[config.mk]
export PLATFORM = sky130hd
export DESIGN_NAME = ovl_always_multi_wrapped
export DESIGN_NICKNAME = d
export VERILOG_FILES = /design/src/rtl/ovl_always_multi_wrapped.sv
export SDC_FILE = /design/constraint.sdc
export NUM_CORES = 1
export LEC_CHECK = 0
export CAP_MARGIN = 20
export CORE_MARGIN = 2
export CORE_UTILIZATION = 41
export CTS_BUF_LIST = sky130_fd_sc_hd__clkbuf_8
export CTS_CLUSTER_SIZE = 8
export DETAILED_ROUTE_END_ITERATION = 8
export PLACE_DENSITY = 0.95
export SLEW_MARGIN = 20
export SYNTH_ARGS = -nofsm -noshare
export SYNTH_HDL_FRONTEND = slang
export SYNTH_SLANG_ARGS = --single-unit
[constraint.sdc]
create_clock -name clk -period 3.7 [get_ports clk]
set_clock_uncertainty 0.2 [all_clocks]
set_input_delay 0.37 -clock clk [delete_from_list [all_inputs] [get_ports clk]]
set_output_delay 0.37 -clock clk [all_outputs]
set_load 0.01 [all_outputs]
[src/rtl/ovl_always_multi_wrapped.sv]
// Multi-channel "always" checker: each channel fires after THRESH consecutive failing cycles.
// Define OVL_ALWAYS_MULTI_STICKY_EN to build the per-channel sticky fire flags.
module ovl_always_multi_wrapped #(
    parameter int NUM_CH = 4,
    parameter int THRESH = 1,
    parameter int CNT_W  = 8
) (
    input  logic              clk,
    input  logic              rst,
    input  logic              enable,
    input  logic [NUM_CH-1:0] ch_enable,
    input  logic [NUM_CH-1:0] test_expr,
    input  logic              prevConfigInvalid,
    input  logic              clear,
    output logic [NUM_CH-1:0] out,
    output logic              any_fire,
    output logic [CNT_W-1:0]  fire_count,
    output logic [NUM_CH-1:0] fired_sticky,
    output logic              configInvalid
);

    localparam logic PARAM_BAD = (THRESH == 0) || (THRESH > 255);
    // A zero THRESH is illegal, but the run counter still needs a legal width.
    localparam int RW = (THRESH < 1) ? 1 : $clog2(THRESH + 1);
    localparam logic [RW-1:0] RUN_MAX  = RW'((THRESH < 1) ? 0 : THRESH);
    localparam logic [RW-1:0] RUN_FIRE = RW'((THRESH < 1) ? 0 : THRESH - 1);

    logic              checking;
    logic [NUM_CH-1:0] fail;
    logic [NUM_CH-1:0] at_thresh;
    logic [NUM_CH-1:0] out_w;
    logic [RW-1:0]     run_q [NUM_CH];
    logic [RW-1:0]     run_d [NUM_CH];
    logic [CNT_W-1:0]  fire_count_q;
    logic [CNT_W-1:0]  fire_count_d;

    generate
        if (THRESH <= 1) begin : g_single
            assign at_thresh = '1;
        end else begin : g_multi
            for (genvar g = 0; g < NUM_CH; g++) begin : g_ch
                assign at_thresh[g] = (run_q[g] >= RUN_FIRE);
            end
        end
    endgenerate

    always_comb begin
        checking = rst & enable & ~prevConfigInvalid & ~PARAM_BAD;
        fail     = '0;
        out_w    = '0;
        for (int i = 0; i < NUM_CH; i++) begin
            fail[i]  = checking & ch_enable[i] & ~test_expr[i];
            out_w[i] = fail[i] & at_thresh[i];
            run_d[i] = '0;
            if (!clear && fail[i]) begin
                run_d[i] = (run_q[i] == RUN_MAX) ? run_q[i] : run_q[i] + 1'b1;
            end
        end
    end

    always_comb begin
        fire_count_d = fire_count_q;
        if (clear) begin
            fire_count_d = '0;
        end else if ((|out_w) && (fire_count_q != {CNT_W{1'b1}})) begin
            fire_count_d = fire_count_q + 1'b1;
        end
    end

    always_ff @(posedge clk or negedge rst) begin
        if (!rst) begin
            for (int i = 0; i < NUM_CH; i++) begin
                run_q[i] <= '0;
            end
            fire_count_q <= '0;
        end else begin
            for (int i = 0; i < NUM_CH; i++) begin
                run_q[i] <= run_d[i];
            end
            fire_count_q <= fire_count_d;
        end
    end

`ifdef OVL_ALWAYS_MULTI_STICKY_EN
    logic [NUM_CH-1:0] sticky_q;
    logic [NUM_CH-1:0] sticky_d;

    always_comb begin
        sticky_d = clear ? '0 : (sticky_q | out_w);
    end

    always_ff @(posedge clk or negedge rst) begin
        if (!rst) begin
            sticky_q <= '0;
        end else begin
            sticky_q <= sticky_d;
        end
    end

    assign fired_sticky = sticky_q;
`else
    assign fired_sticky = '0;
`endif

    assign out           = out_w;
    assign any_fire      = |out_w;
    assign fire_count    = fire_count_q;
    assign configInvalid = rst & (prevConfigInvalid | PARAM_BAD);

endmodule

==> flow_summary_export.csv <==
group,metric,value,unit
outcome,outcome,"finished clean",
synthesis,yosysWarnings,0,
routing,vias,590,
clock_tree,cts.path.max_buffers,2,
placement,dpl.hpwl,1.18,mm
timing,period_share,73.3,%
timing,rsz0062_at_grt,"false",
critical_path,startpoint,"rst",
grt,grt_first_pass_wirelength,2.26,mm
critical_path,path_buf_inv,4,
synthesis,async_flop_share,100,%
timing,fmax,0.369,GHz
critical_path,worst_setup_path_start_kind,"input port",
finish,nets,107,
synthesis,yosysTopAreaCell,"dfrtp_1",
floorplanning,pin_count,31,
clock_tree,numCtsBuffers,3,
synthesis,ys_seq_area_share,36.4,%
timing,final_hold_viol_count,0,
grt,grt_max_degree,18,
grt,grtUsageTotal,22.3,%
routing,drt_iter0_markers,14,
clock_tree,cts.htree.levels,1,
clock_tree,cts_sinks,8,
timing,setup_viol,0,
routing,ant_nets,0,
placement,port_buffers,26,
grt,grt-ovfl-total,0,
routing,wl_per_cell,14.7,um
synthesis,synth.top_cell.area_share,36.4,%
floorplanning,dieArea,1650,um2
power,p_leak,0.336,nW
placement,place_ws,0.991,ns
critical_path,slowest_stage,"clkdlybuf4s50_1",
grt,antenna_found_initial,0,
clock_tree,cts_setup_buffers,0,
critical_path,crit_path_max_fanout,17,
critical_path,rr_worst_depth,5,
clock_tree,cts-root-buf,"clkbuf_8",
finish,largest_register_ffs,8,
critical_path,critPathCapture,"any_fire",
critical_path,critical_path.top_delay_family,"buffers and inverters",
synthesis,synth_most_common_cell,"dfrtp_1",
clock_tree,clk_latency,0.23,ns
finish,n_antenna_cell,0,
critical_path,crit_top_cell,"clkdlybuf4s50_1",
clock_tree,postCtsHoldBufs,0,
synthesis,ys_types,28,
routing,firstDrtPassIters,4,
timing,layout_setup_ws,0.988,ns
power,irDropWorstVdd,280,uV
critical_path,critPathArrivalTime,2.14,ns
finish,drive_above_1_share,6.59,%
finish,fill_cells,106,
synthesis,synthesis.instances,64,
critical_path,crit_chain,"clkdlybuf4s50_1 > buf_4 > nand3b_4 > a41o_1 > inv_1 > clkdlybuf4s50_1",
synthesis,synth_common_cells,"dfrtp_1 (8), a21oi_1 (5), nor2_1 (5)",
timing,tns,0,ns
floorplanning,core,1270,um2
critical_path,critPathKind,"input port to output port",
critical_path,end_kind,"output port",
timing,post-route-min-period,2.71,ns
critical_path,crit_cells,6,
timing,maxSlewViolCount,0,
placement,place_congestion,0.881,
floorplanning,dieWidth,40.6,um
routing,drc_errors,0,
critical_path,max_stage_delay,0.54,ns
power,powerDensity,271,nW/um2
critical_path,reg2reg_to,"fire_count[1]",
routing,routed_wirelength,1.56,mm
synthesis,ys_seq_elements,8,
floorplanning,start_util,43.3,%
run,cap_violations,0,
clock_tree,cts_tree,"yes",
finish,syn2layout_area_growth,54.7,%
floorplanning,rows,13,
critical_path,reg2reg_slack,1.92,ns
critical_path,r2r-start,"fire_count[0]",
synthesis,synth_ff_type,"dfrtp_1",
clock_tree,clk_pin_slew_worst_paths,0.04,ns
critical_path,worstPathRequired,3.13,ns
clock_tree,ctsResizeCount,0,
routing,via_per_inst,5.57,
floorplanning,dieHeight,40.6,um
synthesis,postSynthAreaPerCell,8.58,um2
synthesis,synth.cell_area,549,um2
grt,grt_pass1_vias,551,
min_path,hp-class,"input port to async pin",
synthesis,synth_area_leaders,"dfrtp_1 (36%), buf_4 (5.5%), a21oi_1 (4.6%)",
synthesis,synth_edf_count,0,
[per-layer routing]
metal	vias to the layer above	track usage, %	routed length, um
li1	284	-	-
met1	272	22.2	571
met2	30	39.3	839
met3	4	8.89	120
met4	0	11.7	25
met5	-	0	0
[cells in the final DEF (no fill, tap or decap), drive strengths merged, types with 2 or more instances in the layout]
| cell type | Yosys | layout |
|---|---|---|
| clkdlybuf4s50 | 0 | 26 |
| nand2b | 4 | 4 |
| or3 | 4 | 4 |
| nand3 | 3 | 3 |
| dfrtp | 8 | 8 |
| a21oi | 5 | 5 |
| inv | 4 | 4 |
| o311ai | 2 | 2 |
| o21ai | 4 | 4 |
| nand2 | 3 | 3 |
| conb | 1 | 4 |
| o41ai | 2 | 2 |
| clkbuf | 0 | 3 |
| nor2 | 5 | 5 |
[cell type report]
class | count | area, um2 | share of cell area, %
Timing Repair Buffer | 27 | 268 | 31.5
Multi-Input combinational cell | 49 | 307 | 36.1
Inverter | 4 | 15.0 | 1.77
Clock buffer | 3 | 41.3 | 4.86
Tap cell | 15 | 18.8 | 2.21
Sequential cell | 8 | 200 | 23.6
[worst min-delay path by stage]
stage / cells past startpoint / slack, ns / startpoint / endpoint
floorplan: 0 / -0.13 / rst / fire_count[0]
global placement: 2 / 0.38 / fire_count[5] / fire_count[5]
detailed placement: 2 / 0.40 / fire_count[1] / fire_count[1]
CTS: 2 / 0.23 / rst / fire_count[2]
global route: 2 / 0.26 / rst / fire_count[6]
finish: 2 / 0.23 / rst / fire_count[6]
[power by group]
group | switching, W | internal, W | total (W)
logic | 0.0000141 | 0.0000194 | 0.0000335
registers | 0.000000735 | 0.0000884 | 0.0000892
clock network | 0.0000366 | 0.0000707 | 0.000107
[worst register-to-register path, cell delays in order (launching register included)]
cell and delay [ns]:
dfrtp_1 0.42, ha_1 0.26, nand3_1 0.12, nor2_1 0.09, or3b_2 0.48, a21oi_1 0.13
[through the flow]
| stage | instances | util, % | cell area, um2 | power [W] | hold slack [ns] |
|---|---|---|---|---|---|
| after floorplan | 67 | - | 561 | 0.000105 | -0.126 |
| after global routing | 106 | 67.0 | 850 | 0.000238 | 0.257 |
| final | 106 | 67.0 | 850 | 0.000230 | 0.227 |
| after global placement | 103 | 63.7 | 808 | 0.000123 | 0.377 |
| after CTS | 106 | 67.0 | 850 | 0.000230 | 0.229 |
| after detailed placement | 103 | 63.7 | 808 | 0.000124 | 0.396 |
[cells by family after synthesis]
kind of cell               after synthesis  synth area share, %
and+or+nand+nor                         25                 27.3
AOI/OAI and AO/OA                       19                 23.5
other                                    1                0.683
DFF                                      8                 36.4
adders and majority gates                1                 2.28
buffers and inverters                   10                 9.79
No activity file was read; power rests on OpenSTA's default activity.
